**src/rtl/seq_serializer.sv**
```systemverilog
// Parallel-to-serial feeder with a one-word holding buffer for gapless back-to-back frames.
// Build option: define SERIALIZER_LSB_FIRST_EN for LSB-first output (MSB-first otherwise).
module seq_serializer #(
    parameter int WIDTH = 8
) (
    input  logic             clk,
    input  logic             rst,
    input  logic [WIDTH-1:0] din,
    input  logic             din_valid,
    output logic             din_ready,
    output logic             x,
    output logic             x_valid,
    output logic             sof,
    output logic             busy
);

    localparam int CW = (WIDTH > 1) ? $clog2(WIDTH) : 1;
    localparam logic [CW-1:0] LAST = CW'(WIDTH - 1);

    typedef enum logic {
        IDLE,
        SHIFT
    } state_t;

    state_t           state;
    logic [WIDTH-1:0] sh;
    logic [WIDTH-1:0] hbuf;
    logic [CW-1:0]    cnt;
    logic             hfull;
    logic             accept;

`ifdef SERIALIZER_LSB_FIRST_EN
    function automatic logic [WIDTH-1:0] shift_next(input logic [WIDTH-1:0] v);
        return {1'b0, v[WIDTH-1:1]};
    endfunction

    function automatic logic head_bit(input logic [WIDTH-1:0] v);
        return v[0];
    endfunction
`else
    function automatic logic [WIDTH-1:0] shift_next(input logic [WIDTH-1:0] v);
        return {v[WIDTH-2:0], 1'b0};
    endfunction

    function automatic logic head_bit(input logic [WIDTH-1:0] v);
        return v[WIDTH-1];
    endfunction
`endif

    // Ready depends only on the buffer flag, never on din_valid.
    assign din_ready = !hfull;
    assign accept    = din_valid && !hfull;

    assign x_valid = (state == SHIFT);
    assign x       = (state == SHIFT) && head_bit(sh);
    assign sof     = (state == SHIFT) && (cnt == '0);
    assign busy    = (state == SHIFT) || hfull;

    always_ff @(posedge clk or negedge rst) begin
        if (!rst) begin
            state <= IDLE;
            sh    <= '0;
            hbuf  <= '0;
            cnt   <= '0;
            hfull <= 1'b0;
        end else begin
            case (state)
                IDLE: begin
                    hfull <= 1'b0;
                    if (accept) begin
                        sh    <= din;
                        cnt   <= '0;
                        state <= SHIFT;
                    end
                end
                SHIFT: begin
                    if (cnt != LAST) begin
                        sh  <= shift_next(sh);
                        cnt <= cnt + CW'(1);
                        if (accept) begin
                            hbuf  <= din;
                            hfull <= 1'b1;
                        end
                    end else if (hfull) begin
                        // Buffered word takes priority; ready was low, so no new accept here.
                        sh    <= hbuf;
                        hfull <= 1'b0;
                        cnt   <= '0;
                    end else if (accept) begin
                        sh  <= din;
                        cnt <= '0;
                    end else begin
                        state <= IDLE;
                    end
                end
                default: state <= IDLE;
            endcase
        end
    end

endmodule

```
**config.mk**
```make
export PLATFORM = sky130hd
export DESIGN_NAME = seq_serializer
export DESIGN_NICKNAME = d
export VERILOG_FILES = /design/src/rtl/seq_serializer.sv
export SDC_FILE = /design/constraint.sdc
export NUM_CORES = 1
export LEC_CHECK = 0
export ABC_AREA = 0
export CAP_MARGIN = 20
export CORE_MARGIN = 2
export CORE_UTILIZATION = 50
export DETAILED_ROUTE_END_ITERATION = 8
export GPL_TIMING_DRIVEN = 0
export PLACE_DENSITY_LB_ADDON = 0.25
export SLEW_MARGIN = 30
export SYNTH_ARGS = -nofsm -noshare
export SYNTH_HDL_FRONTEND = slang
export SYNTH_SLANG_ARGS = --single-unit
```
**constraint.sdc**
```tcl
create_clock -name clk -period 3.65 [get_ports clk]
set_clock_uncertainty 0.2 [all_clocks]
set_input_delay 0.73 -clock clk [delete_from_list [all_inputs] [get_ports clk]]
set_output_delay 0.73 -clock clk [all_outputs]
set_load 0.02 [all_outputs]
```
==> reports/results.txt <==
Final WS setup: 699 ps
Chip Width: 50.7 um
Hold WC Path Type: in -> async
Post-route DRC: 0
Post-Syn Instances: 96
R2R Setup Slk: 1680 ps
Std-Cell Rows: 16
Pwr/cell area: 863 mW/mm^2
Final Net Count: 131
Vias in the first global route: 700
Post-route ant nets: 0
Setup Fix Bufs, Post-CTS: 0
Critical path's top delay family: buffers and inverters
Placement Setup Slack: 1040 ps
Total Wirelength: 2.06 mm
Worst-skew pair later-pin latency: 320 ps
Post-synth net total: 111
Final HPWL DP: 1.41 mm
Critical-path maximum fanout: 10
Post-synthesis register bit count: 21
First-pass GRT wire length: 3.29 mm
CP bufs+invs: 2
Max Root-Sink Buffers: 2
Unique cell type count in the Yosys netlist: 26
Critical-path top delay cell: clkdlybuf4s50_1
Worst IR Drop VDD: 0.000486 V
Synth area leader: dfrtp_1
Hold Violations, Final: 0
Sequential element share of the synthesized area: 0.482
Drt wl/cell: 14.5 um
Syn_area_per_cell: 11.4 um^2
Area Growth Syn to Fin: 18.9%
CTS Sinks: 21
Reg2Reg Depth: 6
All-Layer GR Usage: 0.175
WP data required: 2720 ps
RSZ-0062 raised after global routing: false
Worst relative slew slack: 0.683
Die area: 0.00257 mm^2
Worst-path cell chain: clkbuf_1 -> nand2_1 -> nor2_1 -> clkdlybuf4s50_1
Remaining global-route overflow: 0
Hold Buf Count CTS: 0
Number of synthesized flops with an enable pin: 0
Syn Std Cell Area: 0.00109 mm^2
Post-synth top cells: dfrtp_1, nand2_1, mux2_4, a32oi_1, o22ai_1
Max Cap Viol: 0
GPL Wtd Cong: 0.719
FF-to-FF End: cnt[0]
Predominant post-synthesis flop cell: dfrtp_1
Initial Util: 0.545
Largest net degree at the start of global routing: 22
Reg2reg start: cnt[0]
Max Slew Vio Count: 0
FFs w/ async S/R, synth: 1.00
CP Capture Type: output pin
Leakage power: 0.579 nW
Setup violators final: 0
Die height: 50.7 um
Outcome: finished, final reports clean
CP peak stage delay: 600 ps
Final std cells w/o fill: 142
Total power: 1.12 mW
ANT cells: 0
Most numerous cell in the Yosys netlist: dfrtp_1
TritonCTS Buffers: 3
Yosys warns: 0
DR iter-0 viols: 13
Root buf cell: clkbuf_4
CP Class: reg -> out
Pre-Repair DR Iteration Count: 4
H-tree depth: 1
Ports: 16
Final worst path period need: 2950 ps
Worst Tran Pin Value: 476 ps
Port bufs: 15
CP arrival: 2020 ps
Fmax: 0.339 GHz
Area share of the largest cell type after synthesis: 0.482
Routed vias: 794
Setup TNS Final: 0 ps
Synth top area cells: dfrtp_1, mux2_4, nand2_1
Core area: 0.00200 mm^2
Clock-pin slew on the worst setup and hold paths: 120 ps
Proportion of layout cells with a drive suffix above 1: 0.200
Tcrit/Tclk final: 0.808
Post-CTS sizing: 0
Vias/cell: 5.59
CTS tree: yes
Antenna violations before repair: 0
Startpoint Class: flip-flop
Placed cell count: 138
Post-layout util: 0.648
[cell usage in the layout, fill, tap and decap left out]
cell,n
nand3_1,1
o21ai_0,1
dfrtp_1,21
nor2_8,1
a221o_1,1
nor2_2,1
ha_1,4
nor2b_2,1
inv_1,4
o2bb2ai_1,1
and2_1,1
a31o_2,1
clkdlybuf4s50_1,14
clkinv_2,1
nand2b_4,1
clkbuf_1,1
mux2_4,8
or2_2,1
a22o_1,2
a32oi_1,7
nor2_1,3
nand2b_1,2
nand2_1,19
clkbuf_4,3
o32ai_1,1
o22ai_1,7
buf_6,3
nor2b_1,2
buf_2,2
[worst reg2reg max path, delay by kind of cell (launching register included)]
kind	cells	cell delay, ps
compound gates	1	310
fa+ha+maj	2	420
buf+inv	1	180
flops	1	430
simple gates	2	330
[power by group]
part	switching [mW]	internal [mW]	total, mW
combinational	0.274	0.302	0.576
sequential	0.0770	0.351	0.428
clock	0.0748	0.0410	0.116
[logic make-up after synthesis]
kind of cell,after synthesis,synth area share
simple gates,33,0.159
compound gates,21,0.150
flops,21,0.482
buf+inv,9,0.0527
mux,8,0.110
fa+ha+maj,4,0.0459
[flip-flops by register name, indices dropped and copies added, names as in the netlist]
| name | count |
|---|---|
| cnt | 3 |
| sh | 8 |
| hbuf | 8 |
| x_valid | 1 |
| hfull | 1 |
[area by class of cell]
type	count	area (um^2)
Clock inverter	1	5.00
Fill cell	177	704
Timing Repair Buffer	15	145
Buffer	5	42.5
Inverter	4	15.0
Clock buffer	3	22.5
Sequential cell	21	526
Multi-Input combinational cell	66	508
Tap cell	27	33.8
[worst max path at each step]
stage               depth (start not counted)     from  endpoint  slack, ps
floorplan                                   3  x_valid       sof       1540
finish                                      4  x_valid       sof        700
global placement                            3  x_valid         x       1070
CTS                                         4  x_valid       sof        700
detailed placement                          4  x_valid       sof       1040
global route                                4  x_valid       sof        560
[metal layers]
| metal | part of all wire | routed length (um) | global-route usage | up-vias |
|---|---|---|---|---|
| li1 | - | - | - | 385 |
| met1 | 0.45 | 924 | 0.240 | 381 |
| met3 | 0.046 | 94 | 0.0268 | 3 |
| met5 | 0 | 0 | 0 | - |
| met2 | 0.49 | 1010 | 0.279 | 25 |
| met4 | 0.013 | 27 | 0.0676 | 0 |
[metrics by stage]
| step | hold WS (ps) | instance area, um^2 |
|---|---|---|
| global placement | 296 | 1270 |
| floorplan | 234 | 1090 |
| detailed placement | 297 | 1270 |
| CTS | 329 | 1300 |
| global route | 175 | 1300 |
| finish | 143 | 1300 |
No activity file was read; power rests on OpenSTA's default activity.
==> patch (same settings) <==
Set the parameter `WIDTH` to 16 (it was 8).
--- a/src/rtl/seq_serializer.sv
+++ b/src/rtl/seq_serializer.sv
@@ -1,7 +1,7 @@
 // Parallel-to-serial feeder with a one-word holding buffer for gapless back-to-back frames.
 // Build option: define SERIALIZER_LSB_FIRST_EN for LSB-first output (MSB-first otherwise).
 module seq_serializer #(
-    parameter int WIDTH = 8
+    parameter int WIDTH = 16
 ) (
     input  logic             clk,
     input  logic             rst,
Ports: changed (resized din); port bits go from 16 to 24. The function was not compared with the original's and may differ.
==> patch against the original RTL <==
Cell area grew 95%; largest power group is now sequential cells; sequential share of layout area shrank 3.0 points; worst setup slack lost 220 ps; routed wire length grew 120%; sequential cell count grew 17; fmax shrank 7.0%; count of clock-buffer cells in the layout grew 4; synthesized area grew 95%; power grew 51%.
==> patch: results (changes against the original RTL) <==
stage,metric,value,unit,change
timing,worst setup margin,479,ps,-221 ps
global_route,GR Util All Layers,20.1,%,+2.6 points
drt,average wire per standard cell,17.0,um,+17%
drt,1st-iter DRT viols,103,,+90
cells_and_area,Synth-to-Final Area Change,19.1,%,
placement,I/O Buffers,23,,+8
synth,Post-Syn Nets,200,,+80%
clock_tree,"CTS clk-pin slew, worst paths",70,ps,-50 ps
drt,Met1 Routed Length,2000,um,+120%
global_route,largest net degree at the start of global routing,21,,-4.5%
placement,placed cell count,253,,+83%
cells_and_area,Largest regs,"hbuf: 16 flops, sh: 16 flops, cnt: 4 flops",,
clock_tree,clk_lat worst skew,290,ps,-30 ps
cells_and_area,layout cell share with drive strength beyond 1,24.6,%,+4.6 points
placement,post-place setup slack,762,ps,-279 ps
global_route,routing usage on met3,5.09,%,+2.4 points
setup_path,reg2reg end,sh[10]$_DFF_PN0_,,
run_status,status,finished clean,,
global_route,met2 track demand over resource,34.0,%,+6.1 points
synth,most common library cells after synthesis,"38 x dfrtp_1, 30 x mux2i_1, 20 x mux2_2",,
synth,post-synth cell types,33,,+27%
drt,met3 wire length,128,um,+36%
power,VDD IR max,358,uV,-26%
synth,Post-Synth Adder-Cell Area,1.18,%,-3.4 points
placement,placer's final routability congestion estimate,0.844,,+17%
synth,mux cell area share after synthesis,31.8,%,+21 points
synth,ranking of synthesized cells by area,"dfrtp_1 45%, mux2i_1 14%, mux2_2 11%, mux2_4 7.1%, o21ai_0 3.8%",,
synth,Gate Count Post-Synth,179,,+86%
setup_path,Worst EP arrival,2240,ps,+220 ps
global_route,met1 usage,24.7,%,+0.72 points
global_route,first-pass GRT wire length,7540,um,+130%
clock_tree,Num CTS Buffers,5,,+2
power,leakage power,0.00121,uW,+110%
drt,DR vias,1483,,+87%
timing,Rel. slew slack,63.2,%,-5.1 points
cells_and_area,Final #Nets,231,,+76%
placement,placed instance area,2440,um^2,+91%
cells_and_area,Fill cells,309,,+75%
## patch: area by class of cell
type,instances,area share [%]
sequential,38,37.5
buffer,15,4.05
clock buffer,7,3.41
inverter,3,0.445
timing repair buffer,24,9.98
tap,50,2.47
multi-input combinational,123,41.9
clock inverter,1,0.198
## patch: power by group
part	switching [uW]	total [uW]	internal (uW)
combinational	268	655	387
clock	144	297	152
sequential	136	733	597
## patch: worst min-delay path by stage
stage,startpoint,to,slack (ps),cells after the start
after floorplan,rst,cnt[0]$_DFF_PN0_,230,0
after global placement,hbuf[1]$_DFFE_PN0P_,hbuf[1]$_DFFE_PN0P_,290,1
after detailed placement,hbuf[8]$_DFFE_PN0P_,hbuf[8]$_DFFE_PN0P_,300,1
after CTS,rst,cnt[3]$_DFF_PN0_,190,1
after global routing,rst,hbuf[6]$_DFFE_PN0P_,190,1
final,rst,cnt[3]$_DFF_PN0_,190,1
